`config.mk`:
```
export PLATFORM = sky130hd
export DESIGN_NAME = arm_imm_encoder
export DESIGN_NICKNAME = d
export VERILOG_FILES = /design/src/rtl/arm_imm_encoder.sv
export SDC_FILE = /design/constraint.sdc
export NUM_CORES = 1
export LEC_CHECK = 0
export BUFFER_PORTS_ARGS = -buffer_cell sky130_fd_sc_hd__buf_4
export CAP_MARGIN = 40
export CORE_AREA = 4 4 117 119
export CTS_BUF_LIST = sky130_fd_sc_hd__clkbuf_2 sky130_fd_sc_hd__clkbuf_4 sky130_fd_sc_hd__clkbuf_8
export DETAILED_ROUTE_END_ITERATION = 6
export DIE_AREA = 0 0 121 123
export GPL_ROUTABILITY_DRIVEN = 0
export PLACE_DENSITY = 0.57
export SLEW_MARGIN = 5
export SYNTH_ARGS = -nofsm -noshare
export SYNTH_HDL_FRONTEND = slang
export SYNTH_SLANG_ARGS = --single-unit
```
`constraint.sdc`:
```
create_clock -name clk -period 4.4 [get_ports clk]
set_input_delay 0.88 -clock clk [delete_from_list [all_inputs] [get_ports clk]]
set_output_delay 0.88 -clock clk [all_outputs]
set_load 0.05 [all_outputs]
```
`src/rtl/arm_imm_encoder.sv`:
```
// arm_imm_encoder
// Iterative encoder from a 32-bit constant to the ARM data-processing
// immediate field {rotate[3:0], imm8[7:0]}, where the decoded value is
// ROR(zero-extended imm8, 2*rotate). One rotation is tried per clock.
//
// Handshake: start is sampled only in IDLE. The accepting edge latches value
// and raises busy. When the search ends, done pulses high for exactly one
// cycle while busy is low. valid, inverted and shiftOperand are qualified by
// done and hold until the next search registers a new result.
module arm_imm_encoder #(
    parameter bit ALLOW_INVERT = 1'b1
) (
    input  logic        clk,
    input  logic        rst,
    input  logic        start,
    input  logic [31:0] value,
    output logic        busy,
    output logic        done,
    output logic        valid,
    output logic        inverted,
    output logic [11:0] shiftOperand,
    output logic [1:0]  dbg_state
);

    typedef enum logic [1:0] {
        IDLE   = 2'd0,
        SEARCH = 2'd1,
        FINISH = 2'd2
    } state_t;

    state_t      state_q;
    logic [31:0] value_q;
    logic [3:0]  r_q;

    logic [4:0]  rot_amt;
    logic [31:0] t_rot;
    logic [31:0] u_rot;
    logic        direct_hit;
    logic        invert_hit;

    // Rotate left by amt using a doubled word so that amt=0 needs no special case.
    function automatic logic [31:0] rol32(input logic [31:0] x, input logic [4:0] amt);
        logic [63:0] d;
        d = {x, x} << amt;
        return d[63:32];
    endfunction

    // Candidate rotations for the current r; a match leaves only the low byte set.
    always_comb begin
        rot_amt    = {r_q, 1'b0};
        t_rot      = rol32(value_q, rot_amt);
        u_rot      = rol32(~value_q, rot_amt);
        direct_hit = (t_rot[31:8] == 24'd0);
        invert_hit = ALLOW_INVERT && (u_rot[31:8] == 24'd0);
    end

    // Control FSM with registered outputs; reset aborts any search silently.
    always_ff @(posedge clk or negedge rst) begin
        if (!rst) begin
            state_q      <= IDLE;
            value_q      <= 32'd0;
            r_q          <= 4'd0;
            busy         <= 1'b0;
            done         <= 1'b0;
            valid        <= 1'b0;
            inverted     <= 1'b0;
            shiftOperand <= 12'd0;
        end else begin
            case (state_q)
                IDLE: begin
                    done <= 1'b0;
                    if (start) begin
                        value_q <= value;
                        r_q     <= 4'd0;
                        busy    <= 1'b1;
                        state_q <= SEARCH;
                    end
                end
                SEARCH: begin
                    if (direct_hit) begin
                        shiftOperand <= {r_q, t_rot[7:0]};
                        valid        <= 1'b1;
                        inverted     <= 1'b0;
                        busy         <= 1'b0;
                        done         <= 1'b1;
                        state_q      <= FINISH;
                    end else if (invert_hit) begin
                        shiftOperand <= {r_q, u_rot[7:0]};
                        valid        <= 1'b1;
                        inverted     <= 1'b1;
                        busy         <= 1'b0;
                        done         <= 1'b1;
                        state_q      <= FINISH;
                    end else if (r_q == 4'd15) begin
                        shiftOperand <= 12'd0;
                        valid        <= 1'b0;
                        inverted     <= 1'b0;
                        busy         <= 1'b0;
                        done         <= 1'b1;
                        state_q      <= FINISH;
                    end else begin
                        r_q <= r_q + 4'd1;
                    end
                end
                FINISH: begin
                    done    <= 1'b0;
                    state_q <= IDLE;
                end
                default: begin
                    busy    <= 1'b0;
                    done    <= 1'b0;
                    state_q <= IDLE;
                end
            endcase
        end
    end

    assign dbg_state = state_q;

endmodule

```
# Word level (Yosys, flattened, before mapping)

Index checks and enable logic that the tools add are counted.

Flip-flop bits (word level): 54
Output and inout port bits: 18
Logic and storage cells: 56

$add $sub $neg: 1
Eq/ne operators: 8
Shifts and indexed selects: 2
Mux-type cells: 25
Bitwise operators: 2
Reduce and logical (&&, ||, !) cells: 10

Operators by type and width:

| operator              | count |
|---|---|
| $shl A64 B5 Y64       | 2 |
| $logic_not A24 Y1     | 2 |
| $mux W12              | 3 |
| $not A32 Y32          | 1 |
| $mux W4               | 4 |
| $mux W1               | 11 |
| $mux W2               | 4 |
| $ne A2 B2 Y1 const B  | 4 |
| $pmux W4 S2           | 1 |
| $reduce_and A2 Y1     | 3 |
| $reduce_and A5 Y1     | 1 |
| $add A4 B1 Y4 const B | 1 |
| $eq A4 B4 Y1 const B  | 1 |
| $ne A4 B4 Y1 const B  | 1 |
| $pmux W2 S2           | 1 |
| $pmux W1 S3           | 1 |
| $reduce_and A3 Y1     | 1 |
| $reduce_bool A3 Y1    | 1 |
| $eq A2 B1 Y1 const B  | 1 |
| $eq A2 B2 Y1 const B  | 1 |
| $logic_not A2 Y1      | 1 |
| $reduce_bool A2 Y1    | 1 |
| $not A1 Y1            | 1 |

# Longest topological paths before layout

Gate-level depths: netlist of run 1.

Depth after elaboration: 6
Mapped depth: 11
Gate-level depth less buffers: 7

# Worst setup path before layout of run 1

OpenSTA, ideal clock, no wires.

Path kind: register -> register
Start point: register r_q[1]
End point: register shiftOperand[1]
Arrival time: 3.006 ns
Path slack: 1.269 ns
Cell stages (with the launch flop): 11
Period minus slack after synthesis: 3.131 ns
Path through: dfrtp_1 buf_2 buf_2 buf_2 mux4_1 mux2_2 or4b_4 nor4_4 o31ai_2 buf_6 mux2_4

Cells in the longest elaborated chain, start to end: 4

RTL lines:

| element                                                                | RTL line | text |
|---|---|---|
| start: declaration                                                     | 33       | `logic [3:0] r_q;` |
| start signal: assignment                                               | 102      | `r_q <= r_q + 4'd1;` |
| $shl A64 B5 Y64                                                        | 44       | `d = {x, x} << amt;` |
| $logic_not A24 Y1 (on tied branches)                                   | 53, 54   |  |
| $reduce_bool A3 Y1 (no source line) / $mux W12 (equally long branches) | -        |  |
| $reduce_and A2 Y1 (no source line) / $mux W12 (equally long branches)  | -        |  |
| end signal: assignment                                                 | 81       | `shiftOperand <= {r_q, t_rot[7:0]};` |
| end signal: assignment                                                 | 88       | `shiftOperand <= {r_q, u_rot[7:0]};` |
| end: declaration                                                       | 21       | `output logic [11:0] shiftOperand,` |

Parallel ways exist; a longest one is shown, timed or not.
A chain may end at the register's enable or synchronous reset.

# Worst setup path after layout of run 1

Start point: register r_q[0]
End point: register r_q[0]

Cells in the longest elaborated chain, start to end: 5

RTL lines:

| element |
|---|
| branches (longest 5 deep; another with $shl A64 B5 Y64) |

Parallel ways; which one is timed is not known. The select of a mux whose other input is x is not followed.

==> results of run 1 <==
[cell usage after synthesis, drive strengths merged]
library cell,n
a2111oi,2
a21oi,1
a221o,1
a22o,2
a22oi,1
a2bb2oi,1
a32o,4
and2,1
and3,1
and4,2
buf,18
clkbuf,12
dfrtp,54
ha,1
inv,3
mux2,26
mux2i,25
mux4,37
nand2,111
nand2b,2
nand3,6
nand3b,2
nand4,3
nand4b,1
nor2,5
nor2b,5
nor3,3
nor3b,1
nor4,2
o2111ai,1
o21ai,5
o22ai,1
o31a,1
o31ai,1
or2,2
or3,3
or3b,1
or4,3
or4b,1
[power by group through the flow]
stage                     Clock, mW  Combinational (mW)  Sequential [mW]
after floorplan                   0                1.77            0.939
final                         0.313                2.29            0.951
after CTS                     0.324                2.30            0.951
after global routing          0.342                2.49            0.990
after global placement            0                2.21            0.975
after detailed placement          0                2.29            0.961
[layout make-up]
type / count / share of cell area (%)
repair buffers: 64 / 11.5
clock buffers: 7 / 2.13
clock inverters: 1 / 0.193
flip-flops and latches: 54 / 29.9
inverters: 3 / 0.249
well taps: 172 / 4.75
multi-input cells: 265 / 51.3
[flip-flops by register name (all words and copies together), names as in the netlist]
| name | cells |
|---|---|
| dbg_state | 2 |
| busy | 1 |
| shiftOperand | 12 |
| valid | 1 |
| done | 1 |
| r_q | 4 |
| inverted | 1 |
| value_q | 32 |
[how the worst max path moves through the flow]
| stage | start | endpoint | slack (ns) | depth (start not counted) |
|---|---|---|---|---|
| 6_report | r_q[0]$_DFFE_PN0P_ | r_q[0]$_DFFE_PN0P_ | 1.09 | 9 |
| 5_1_grt | r_q[0]$_DFFE_PN0P_ | r_q[0]$_DFFE_PN0P_ | 0.84 | 9 |
| 4_1_cts | r_q[0]$_DFFE_PN0P_ | r_q[0]$_DFFE_PN0P_ | 1.08 | 8 |
| 3_5_place_dp | r_q[0]$_DFFE_PN0P_ | shiftOperand[6]$_DFFE_PN0P_ | 1.10 | 8 |
| 3_3_place_gp | r_q[0]$_DFFE_PN0P_ | shiftOperand[5]$_DFFE_PN0P_ | 1.13 | 9 |
| 2_1_floorplan | r_q[1]$_DFFE_PN0P_ | shiftOperand[1]$_DFFE_PN0P_ | 1.27 | 10 |
[cells in the final DEF, fill, tap and decap left out, drive strengths merged, types with 2 or more instances in the layout]
master | netlist | layout
nand2 | 111 | 111
buf | 18 | 64
dfrtp | 54 | 54
mux4 | 37 | 37
mux2 | 26 | 26
mux2i | 25 | 25
clkbuf | 12 | 7
nand3 | 6 | 6
nor2b | 5 | 5
nor2 | 5 | 5
o21ai | 5 | 5
a32o | 4 | 4
nand4 | 3 | 3
nor3 | 3 | 3
or3 | 3 | 3
or4 | 3 | 3
inv | 3 | 3
and4 | 2 | 2
nand3b | 2 | 2
or2 | 2 | 2
nand2b | 2 | 2
a22o | 2 | 2
nor4 | 2 | 2
a2111oi | 2 | 2
[layer usage]
layer  routed length, µm  share of wire (%)  vias up  track usage [%]
met1                4080                 45     1463             16.9
li1                    -                  -     1376                -
met2                4390                 49       61             20.4
met4                 269                3.0        0             4.89
met5                   0                  0        -                0
met3                 302                3.3       16             2.10
[metrics by stage]
step / util [%] / hold slack [ns]
after floorplan: - / 0.483
after global placement: 34.9 / 0.484
after detailed placement: 35.2 / 0.486
after CTS: 36.0 / 0.508
after global routing: 36.0 / 0.528
final: 36.0 / 0.501
[cell families after synthesis]
group / after synthesis / synth area share [%]
flops: 54 / 35.0
mux: 88 / 36.7
compound gates: 21 / 4.83
buf+inv: 33 / 4.86
fa+ha+maj: 1 / 0.324
simple gates: 155 / 18.3
[worst reg2reg max path, cell delays in order, from the launching register on]
cell and delay [ns]:
dfrtp_2 0.48, buf_12 0.26, mux4_2 0.59, mux2i_1 0.29, or3b_1 0.38, a221o_1 0.36
nor4_4 0.19, buf_4 0.23, or4_1 0.26, mux2i_1 0.21
==> out/qor.txt, run 1 <==
kind of critical path = flop to flop
critical path's top delay family = multiplexers
area of the multi-input gates = 2320 µm²
global route total overflow = 0
area leader, netlist = dfrtp_1
crit share post-route = 75.2%
final setup violation count = 0
Comb power frac = 64.4%
Hold Path End = shiftOperand[5]$_DFFE_PN0P_
Critical-path top delay cell = mux4_2
Fmax achieved = 302 MHz
diode count = 0
IO Port Bufs = 52
drt initial violations = 138
Layout area overhead = 17.2%
Final HPWL DP = 6.94 mm
switching share of power = 44.8%
Synth Warn # = 0
CP Cell Sequence = buf_12 > mux4_2 > mux2i_1 > or3b_1 > a221o_1 > nor4_4 > buf_4 > or4_1 > mux2i_1
hold depth = 1
vias in the first global route = 2923
Final Max Slew Viols = 0
design internal power = 1.96 mW
Slew Limit Headroom = 39.1%
CP peak stage delay = 0.57 ns
top cell type's share of synthesized area = 35.0%
hold path start = shiftOperand[5]$_DFFE_PN0P_
final instance area = 4530 µm²
global-route usage over all layers = 12.6%
crit end category = flop
Worst Skew = 0.0167 ns
core area = 12600 µm²
CTS Buffer Depth = 2
FP Rows = 41
clock latency on the worst-skew pair = 0.32 ns
Cell Pwr Density = 784 nW/µm²
endpoints failing hold = 0
CTS buffer count = 5
clock network power share = 8.8%
post-CTS setup buffer count = 0
CTS Root Cell = clkbuf_8
fillers = 1256
maximum vdd drop = 0.000394 V
post-route ant nets = 0
LEAKAGE = 2.07 nW
crit-path max FO = 31
crit path DAT = 3.54 ns
final setup TNS = 0 ns
final std cells w/o fill = 566
Clock H-tree levels = 2
syn_nets = 388
wire per inst = 16.0 µm
Placed Area = 4420 µm²
Synth Cell Area = 3860 µm²
worst slew pin tran = 0.913 ns
# DRC = 0
post-synthesis cell type count = 50
Starting Density = 30.7%
flop-to-flop setup slack = 1.09 ns
first-pass GRT wire length = 15.0 mm
CTS resizes = 0
CTS tree = built
NumNets Final = 429
Worst Reg2Reg Path Length in Cells = 9
hold buffers post-CTS = 0
clk slew on worst S/H paths = 0.09 ns
die area = 14900 µm²
NetSw = 1.59 mW
MaxCap Viol Count = 0
total power = 3.55 mW
Req. time, crit path = 4.63 ns
RSZ-0062 raised after global routing = no
post-route setup slack = 1.09 ns
initial antenna violation count = 0
largest net degree at the start of global routing = 55
HP Class = flop to flop
minimum clock period = 3.31 ns
1st-pass router iterations = 4
dpl cells = 558
largest cells by area after synthesis = dfrtp_1 35%, mux4_2 17%, nand2_1 11%
Die Span Y = 123 µm
setup slack at placement = 1.10 ns
worst reg2reg path startpoint = r_q[0]$_DFFE_PN0P_
most used cell, CP = mux2i_1
Die W = 121 µm
Vias = 2916
CP startpoint kind = flop
Synth Register Bits = 54
Mapped Cells = 352
worst path buffer plus inverter count = 2
outcome = complete, no violations
Seq/Total Area, Yosys = 35.0%
Reg power frac = 26.8%
Reg area = 1350 µm²
syn_area_per_cell = 11.0 µm²
R2R Path End = r_q[0]$_DFFE_PN0P_
Top Ports = 53
Sink Count = 54
share of cells above drive strength 1 = 32.2%
WL final = 9.04 mm
vias per inst = 5.15
(Power assumes the default switching activity.)
==> run 2: changes to the inputs <==
--- a/config.mk
+++ b/config.mk
@@ -5,12 +5,13 @@
 export SDC_FILE = /design/constraint.sdc
 export NUM_CORES = 1
 export LEC_CHECK = 0
+export ABC_AREA = 1
 export BUFFER_PORTS_ARGS = -buffer_cell sky130_fd_sc_hd__buf_4
 export CAP_MARGIN = 40
-export CORE_AREA = 4 4 117 119
+export CORE_AREA = 4 4 121 123
 export CTS_BUF_LIST = sky130_fd_sc_hd__clkbuf_2 sky130_fd_sc_hd__clkbuf_4 sky130_fd_sc_hd__clkbuf_8
 export DETAILED_ROUTE_END_ITERATION = 6
-export DIE_AREA = 0 0 121 123
+export DIE_AREA = 0 0 125 127
 export GPL_ROUTABILITY_DRIVEN = 0
 export PLACE_DENSITY = 0.57
 export SLEW_MARGIN = 5
==> constraint.sdc (replaced) <==
create_clock -name clk -period 3.33 [get_ports clk]
set_input_delay 0.666 -clock clk [delete_from_list [all_inputs] [get_ports clk]]
set_output_delay 0.666 -clock clk [all_outputs]
set_load 0.05 [all_outputs]
==> run 2 against run 1 <==
Total power rose by 19%. Non-clock buffer count shrank 3. Final area increased by 4.7%. Flip-flop and latch count stayed put. Clock power up 42%. Synthesized cell count rose by 72%. Sequential power rose by 18%. Cell count increased by 45%. Synthesized area is 7.9% higher. Clock-buffer cell count decreased by 2.
==> out/qor.txt, run 2 <==
M2 GR Usage = 23.5% (+3.2 points)
flop-to-flop setup slack = 0.59 ns (-0.50 ns)
diode count = 0 (unchanged)
Die W = 125 µm (+3.3%)
clk slew on worst S/H paths = 0.10 ns (about the same)
vias per inst = 5.18 (+0.49%)
Synth Cell Area = 4170 µm² (+7.9%)
Clock H-tree levels = 2 (unchanged)
crit end category = flop
commonest cells after routing, fill and taps aside = 224 x nand3_1, 180 x nand2_1, 61 x buf_4, 54 x dfrtp_1, 32 x mux2_2
fillers = 1476 (+18%)
largest cells by area after synthesis = dfrtp_1 32%, nand3_1 27%, nand2_1 16%
Post-synth EDFFs = 0 (unchanged)
Req. time, crit path = 3.56 ns (-1.07 ns)
WL final = 11.8 mm (+30%)
leading cell type in the layout, fill and taps excluded = nand3_1
vias in the first global route = 3967 (+36%)
top cell type's share of synthesized area = 32.4% (-2.6 points)
Starting Density = 30.5% (-0.24 points)
Top Ports = 53 (unchanged)
# DRC = 0 (unchanged)
endpoints failing hold = 0 (unchanged)
gr busiest metal = met2
CTS Root Cell = clkbuf_8
Seq/Total Area, Yosys = 32.4% (-2.6 points)
worst path buffer plus inverter count = 1 (-1)
Synth Register Bits = 54 (unchanged)
RSZ-0062 raised after global routing = no
kind of critical path = flop to flop
final setup TNS = 0 ns (unchanged)
FP Rows = 43 (+4.9%)
die area = 15900 µm² (+6.7%)
crit share post-route = 82.4% (+7.1 points)
IO Port Bufs = 52 (unchanged)
Critical-path top delay cell = dfrtp_1
crit-path max FO = 32 (+3.2%)
NumNets Final = 673 (+57%)
Die Span Y = 127 µm (+3.3%)
hold buffers post-CTS = 0 (unchanged)
global route total overflow = 0 (unchanged)
worst slew pin tran = 0.680 ns (-0.233 ns)
HP Class = primary input to asynchronous set/reset pin
total power = 4.21 mW (+19%)
post-route ant nets = 0 (unchanged)
drt initial violations = 355 (+160%)
Mapped Cells = 604 (+72%)
Synth Warn # = 0 (unchanged)
Layout area overhead = 13.7%
CTS Buffer Depth = 2 (unchanged)
syn_area_per_cell = 6.90 µm² (-37%)
Slew Limit Headroom = 54.7% (+16 points)
Main synth FF type = dfrtp_1
Cell Pwr Density = 888 nW/µm² (+13%)
Fmax achieved = 364 MHz (+21%)
global-route usage over all layers = 14.9% (+2.4 points)
syn_nets = 640 (+65%)
first-pass GRT wire length = 19.8 mm (+32%)
Final Max Slew Viols = 0 (unchanged)
1st-pass router iterations = 7 (+3)
CP startpoint kind = flop
met1 GRT Util = 21.2% (+4.2 points)
Post-synth top cells = 224 x nand3_1, 180 x nand2_1, 54 x dfrtp_1
Final HPWL DP = 9.10 mm (+31%)
clock latency on the worst-skew pair = 0.33 ns (about the same)
Sink Count = 54 (unchanged)
max FFs per register = 32 (unchanged)
core area = 13700 µm² (+8.7%)
Vias = 4235 (+45%)
Worst Skew = 0.0156 ns (-0.00118 ns)
Largest regs = value_q (32), shiftOperand (12), r_q (4)
initial antenna violation count = 0 (unchanged)
LEAKAGE = 2.36 nW (+14%)
most used cell, CP = nand2_1
CP peak stage delay = 0.56 ns (about the same)
share of cells above drive strength 1 = 18.8% (-13 points)
largest register by flop count = value_q
most frequent cell after synthesis = nand3_1
MaxCap Viol Count = 0 (unchanged)
crit path DAT = 2.97 ns (-0.57 ns)
final setup violation count = 0 (unchanged)
maximum vdd drop = 0.000424 V (+7.6%)
post-CTS setup buffer count = 0 (unchanged)
outcome = complete, no violations
CTS tree = built
area leader, netlist = dfrtp_1
CTS resizes = 0 (unchanged)
global-route track usage on met3 = 1.67% (-0.43 points)
asr flop ratio synth = 100% (unchanged)
wire per inst = 14.4 µm (-9.8%)
minimum clock period = 2.74 ns (-0.567 ns)
CTS buffer count = 5 (unchanged)
largest net degree at the start of global routing = 55 (unchanged)
critical path's top delay family = simple AND/OR/NAND/NOR gates
CP Cell Sequence = buf_4 > nand2_1 > nand3_1 > nand3_1 > nand3_1 > nand2_1 > nor2_1 > nand2_1 > nor2_1 > nand3_4 > nand3_4 > nand2_2 > nand2_1 > nand2_1
post-synthesis cell type count = 25 (-50%)
-- run 2: area by class of cell --
type / instances / area (µm²) / area share, %
clock buffer: 5 / 68.8 / 1.45
clock inverter: 3 / 40.0 / 0.845
timing repair buffer: 61 / 458 / 9.66
inverter: 18 / 75.1 / 1.58
tap: 180 / 225 / 4.75
sequential: 54 / 1350 / 28.5
multi-input combinational: 497 / 2520 / 53.2
-- run 2: metal layers --
| metal | wire, µm | up-vias |
|---|---|---|
| met4 | 353 | 0 |
| met2 | 5520 | 145 |
| met1 | 5260 | 1954 |
| met3 | 641 | 20 |
| met5 | 0 | - |
| li1 | - | 2116 |
-- run 2: power breakdown --
part / total, mW / switching, mW / internal [mW]
clock network: 0.443 / 0.221 / 0.222
registers: 1.12 / 0.229 / 0.890
logic: 2.65 / 1.72 / 0.926
total: 4.21 / 2.17 / 2.04
-- run 2: kinds of logic (layout without fill, tap and decap cells) --
family / after synthesis / in the layout / synth area share [%]
and+or+nand+nor: 458 / 458 / 50.9
DFF: 54 / 54 / 32.4
buffers and inverters: 53 / 87 / 7.05
muxes: 32 / 32 / 8.65
AOI/OAI and AO/OA: 6 / 6 / 0.720
adders and majority gates: 1 / 1 / 0.300
-- run 2: worst paths after layout --
check,start,to,depth (start not counted)
worst max-delay path,r_q[0]$_DFFE_PN0P_,shiftOperand[8]$_DFFE_PN0P_,14
worst min-delay path,rst,value_q[2]$_DFFE_PN0P_,1
worst max register to register,r_q[0]$_DFFE_PN0P_,shiftOperand[8]$_DFFE_PN0P_,14
worst min register to register,busy$_DFFE_PN0P_,busy$_DFFE_PN0P_,2
max in group asynchronous,rst,done$_DFFE_PN0P_,1
min in group clk,busy$_DFFE_PN0P_,busy$_DFFE_PN0P_,2
-- run 2: stage by stage --
stage	hold WS (ns)	cell area (µm²)	cells	worst slack (ns)	util (%)
3_5_place_dp	0.472	4630	810	0.620	33.9
5_1_grt	0.427	4740	818	0.262	34.7
3_3_place_gp	0.459	4630	810	0.663	33.9
6_report	0.368	4740	818	0.586	34.7
2_1_floorplan	0.370	4170	604	1.26	-
4_1_cts	0.397	4740	818	0.591	34.7
==> run 3: changes to the inputs <==
--- a/config.mk
+++ b/config.mk
@@ -13,7 +13,7 @@
 export DETAILED_ROUTE_END_ITERATION = 6
 export DIE_AREA = 0 0 125 127
 export GPL_ROUTABILITY_DRIVEN = 0
-export PLACE_DENSITY = 0.57
+export PLACE_DENSITY = 0.58
 export SLEW_MARGIN = 5
 export SYNTH_ARGS = -nofsm -noshare
 export SYNTH_HDL_FRONTEND = slang
==> constraint.sdc (replaced) <==
create_clock -name clk -period 2.2 [get_ports clk]
set_input_delay 0.44 -clock clk [delete_from_list [all_inputs] [get_ports clk]]
set_output_delay 0.44 -clock clk [all_outputs]
set_load 0.05 [all_outputs]
==> run 3 against run 2 <==
The run now ends with negative setup slack left. Wire length increased by 10%. Non-clock buffer count increased by 17. Cell count increased by 2.3%. Final area increased by 15%. Critical path depth increased by 2. Combinational power increased by 87%. Register-to-register slack got worse by 0.70 ns. Worst setup slack got worse by 0.70 ns. First-iteration DRC count increased by 19%. Utilization increased by 5.1 points. Flip-flop and latch count unchanged. Sequential share of layout area decreased by 3.7 points. Largest power group unchanged.
==> out/qor.txt, run 3 (synthesized netlist as in run 2, its figures left out) <==
NumNets Final = 692 (+2.8%)
final setup TNS = -1.64 ns (-1.64 ns)
drt initial violations = 422 (+19%)
Largest regs = value_q (32), shiftOperand (12), r_q (4)
Worst Skew = 0.00988 ns (-0.00567 ns)
total power = 7.28 mW (+73%)
clk slew on worst S/H paths = 0.10 ns (about the same)
Critical-path top delay cell = dfrtp_2
first-pass GRT wire length = 21.1 mm (+6.2%)
die area = 15900 µm² (unchanged)
largest register by flop count = value_q
most used cell, CP = nand2_1
M1 WL = 5.62 mm (+6.7%)
max FFs per register = 32 (unchanged)
Req. time, crit path = 2.45 ns (-1.11 ns)
design internal power = 3.46 mW (+70%)
1st-pass router iterations = 5 (-2)
CP startpoint kind = flop
largest net degree at the start of global routing = 55 (unchanged)
maximum vdd drop = 0.000593 V (+40%)
Reg power frac = 24.0% (-2.6 points)
worst path buffer plus inverter count = 3 (+2)
HP Class = primary input to asynchronous set/reset pin
routed wl met3 = 791 µm (+23%)
Clock H-tree levels = 2 (unchanged)
CTS tree = built
vias in the first global route = 4246 (+7.0%)
Layout area overhead = 30.6%
Die W = 125 µm (unchanged)
met2 wire length = 6.06 mm (+9.8%)
RSZ-0062 raised after global routing = yes
switching share of power = 52.5% (+0.91 points)
Comb power frac = 67.9% (+5.0 points)
post-route ant nets = 0 (unchanged)
global-route usage over all layers = 15.9% (+0.98 points)
LEAKAGE = 2.65 nW (+12%)
leading cell type in the layout, fill and taps excluded = nand3_1
MaxCap Viol Count = 0 (unchanged)
Final HPWL DP = 9.30 mm (+2.2%)
post-route setup slack = -0.114 ns (-0.700 ns)
commonest cells after routing, fill and taps aside = 157 x nand3_1, 155 x nand2_1, 68 x buf_4, 63 x nand3_2, 53 x dfrtp_1
CTS Root Cell = clkbuf_8
core area = 13700 µm² (unchanged)
outcome = finished, violations left
crit share post-route = 105% (+23 points)
endpoints failing hold = 0 (unchanged)
kind of critical path = flop to flop
final setup violation count = 21 (+21)
clock network power share = 8.1% (-2.4 points)
crit end category = flop
initial antenna violation count = 0 (unchanged)
Slew Limit Headroom = 55.0% (+0.36 points)
Cell Pwr Density = 1340 nW/µm² (+51%)
CTS Buffer Depth = 2 (unchanged)
IO Port Bufs = 52 (unchanged)
WL final = 13.0 mm (+10%)
diode count = 0 (unchanged)
Vias = 4549 (+7.4%)
highest routed layer = met4
Starting Density = 30.5% (unchanged)
NetSw = 3.82 mW (+76%)
failing checks = negative setup slack
Top Ports = 53 (unchanged)
wire per inst = 15.5 µm (+7.5%)
CTS buffer count = 5 (unchanged)
Final Max Slew Viols = 0 (unchanged)
minimum clock period = 2.31 ns (-0.430 ns)
CP peak stage delay = 0.54 ns (-0.02 ns)
vias per inst = 5.43 (+5.0%)
Die Span Y = 127 µm (unchanged)
Sink Count = 54 (unchanged)
worst slew pin tran = 0.675 ns (-0.00542 ns)
Fmax achieved = 432 MHz (+19%)
setup slack at placement = -0.140 ns (-0.760 ns)
# DRC = 0 (unchanged)
clock latency on the worst-skew pair = 0.32 ns (about the same)
global route total overflow = 0 (unchanged)
CP Cell Sequence = buf_6 > clkinv_8 > nand2_1 > nand3_1 > nand3_1 > nand3_1 > nand2_1 > nand2_1 > nor2_1 > nand2_1 > nor2_4 > nand2_4 > nand3_4 > buf_4 > nand3_1 > nand2_1
share of cells above drive strength 1 = 36.2% (+17 points)
critical path's top delay family = simple AND/OR/NAND/NOR gates
crit path DAT = 2.56 ns (-0.41 ns)
FP Rows = 43 (unchanged)
hold buffers post-CTS = 0 (unchanged)
crit-path max FO = 8 (-75%)
## run 3: worst paths after layout
kind,endpoint,cells after the start,from,slack (ns)
worst min register to register,shiftOperand[8]$_DFFE_PN0P_,2,shiftOperand[8]$_DFFE_PN0P_,0.48
worst max register to register,r_q[0]$_DFFE_PN0P_,16,r_q[0]$_DFFE_PN0P_,-0.11
max in group asynchronous,r_q[0]$_DFFE_PN0P_,1,rst,1.56
min in group clk,value_q[26]$_DFFE_PN0P_,2,value[26],0.35
worst max-delay path,r_q[0]$_DFFE_PN0P_,16,r_q[0]$_DFFE_PN0P_,-0.11
worst min-delay path,valid$_DFFE_PN0P_,1,rst,0.13
## run 3: power by group through the flow
stage	clock, mW	sequential, mW	combinational (mW)
final	0.587	1.75	4.95
after global routing	0.648	1.79	5.47
after CTS	0.613	1.71	4.36
after detailed placement	0	1.72	4.11
after global placement	0	1.71	4.06
after floorplan	0	1.69	3.09
## run 3: final cells by class
| class | count | area, µm² |
|---|---|---|
| Inverter | 18 | 80.1 |
| Tap cell | 180 | 225 |
| Sequential cell | 54 | 1350 |
| Timing Repair inverter | 2 | 20.0 |
| Timing Repair Buffer | 78 | 683 |
| Clock inverter | 1 | 5.00 |
| Multi-Input combinational cell | 497 | 2990 |
| Clock buffer | 7 | 90.1 |
| Fill cell | 1438 | 8220 |
## run 3: per-stage QoR
step                      hold slack, ns  area (µm²)  std cells  utilization [%]
final                              0.130        5440        837             39.8
after CTS                          0.166        5060        835             37.0
after global routing               0.194        5440        837             39.8
after global placement             0.463        4790        823             35.1
after floorplan                    0.144        4170        604                -
after detailed placement           0.464        4790        823             35.1
## run 3: metal layers
| metal | vias up | global-route usage, % |
|---|---|---|
| met5 | - | 0 |
| met4 | 0 | 6.31 |
| met3 | 36 | 2.51 |
| met2 | 203 | 25.4 |
| met1 | 2155 | 21.7 |
| li1 | 2155 | - |
## run 3: repair_timing
item | in CTS | in global routing
hold endpoints to repair | 0 | 0
endpoints found under the setup margin | 22 | 22
gates cloned | 2 | 1
resized for setup | 29 | 86
setup buffers | 2 | 1
pin swaps | 10 | 8
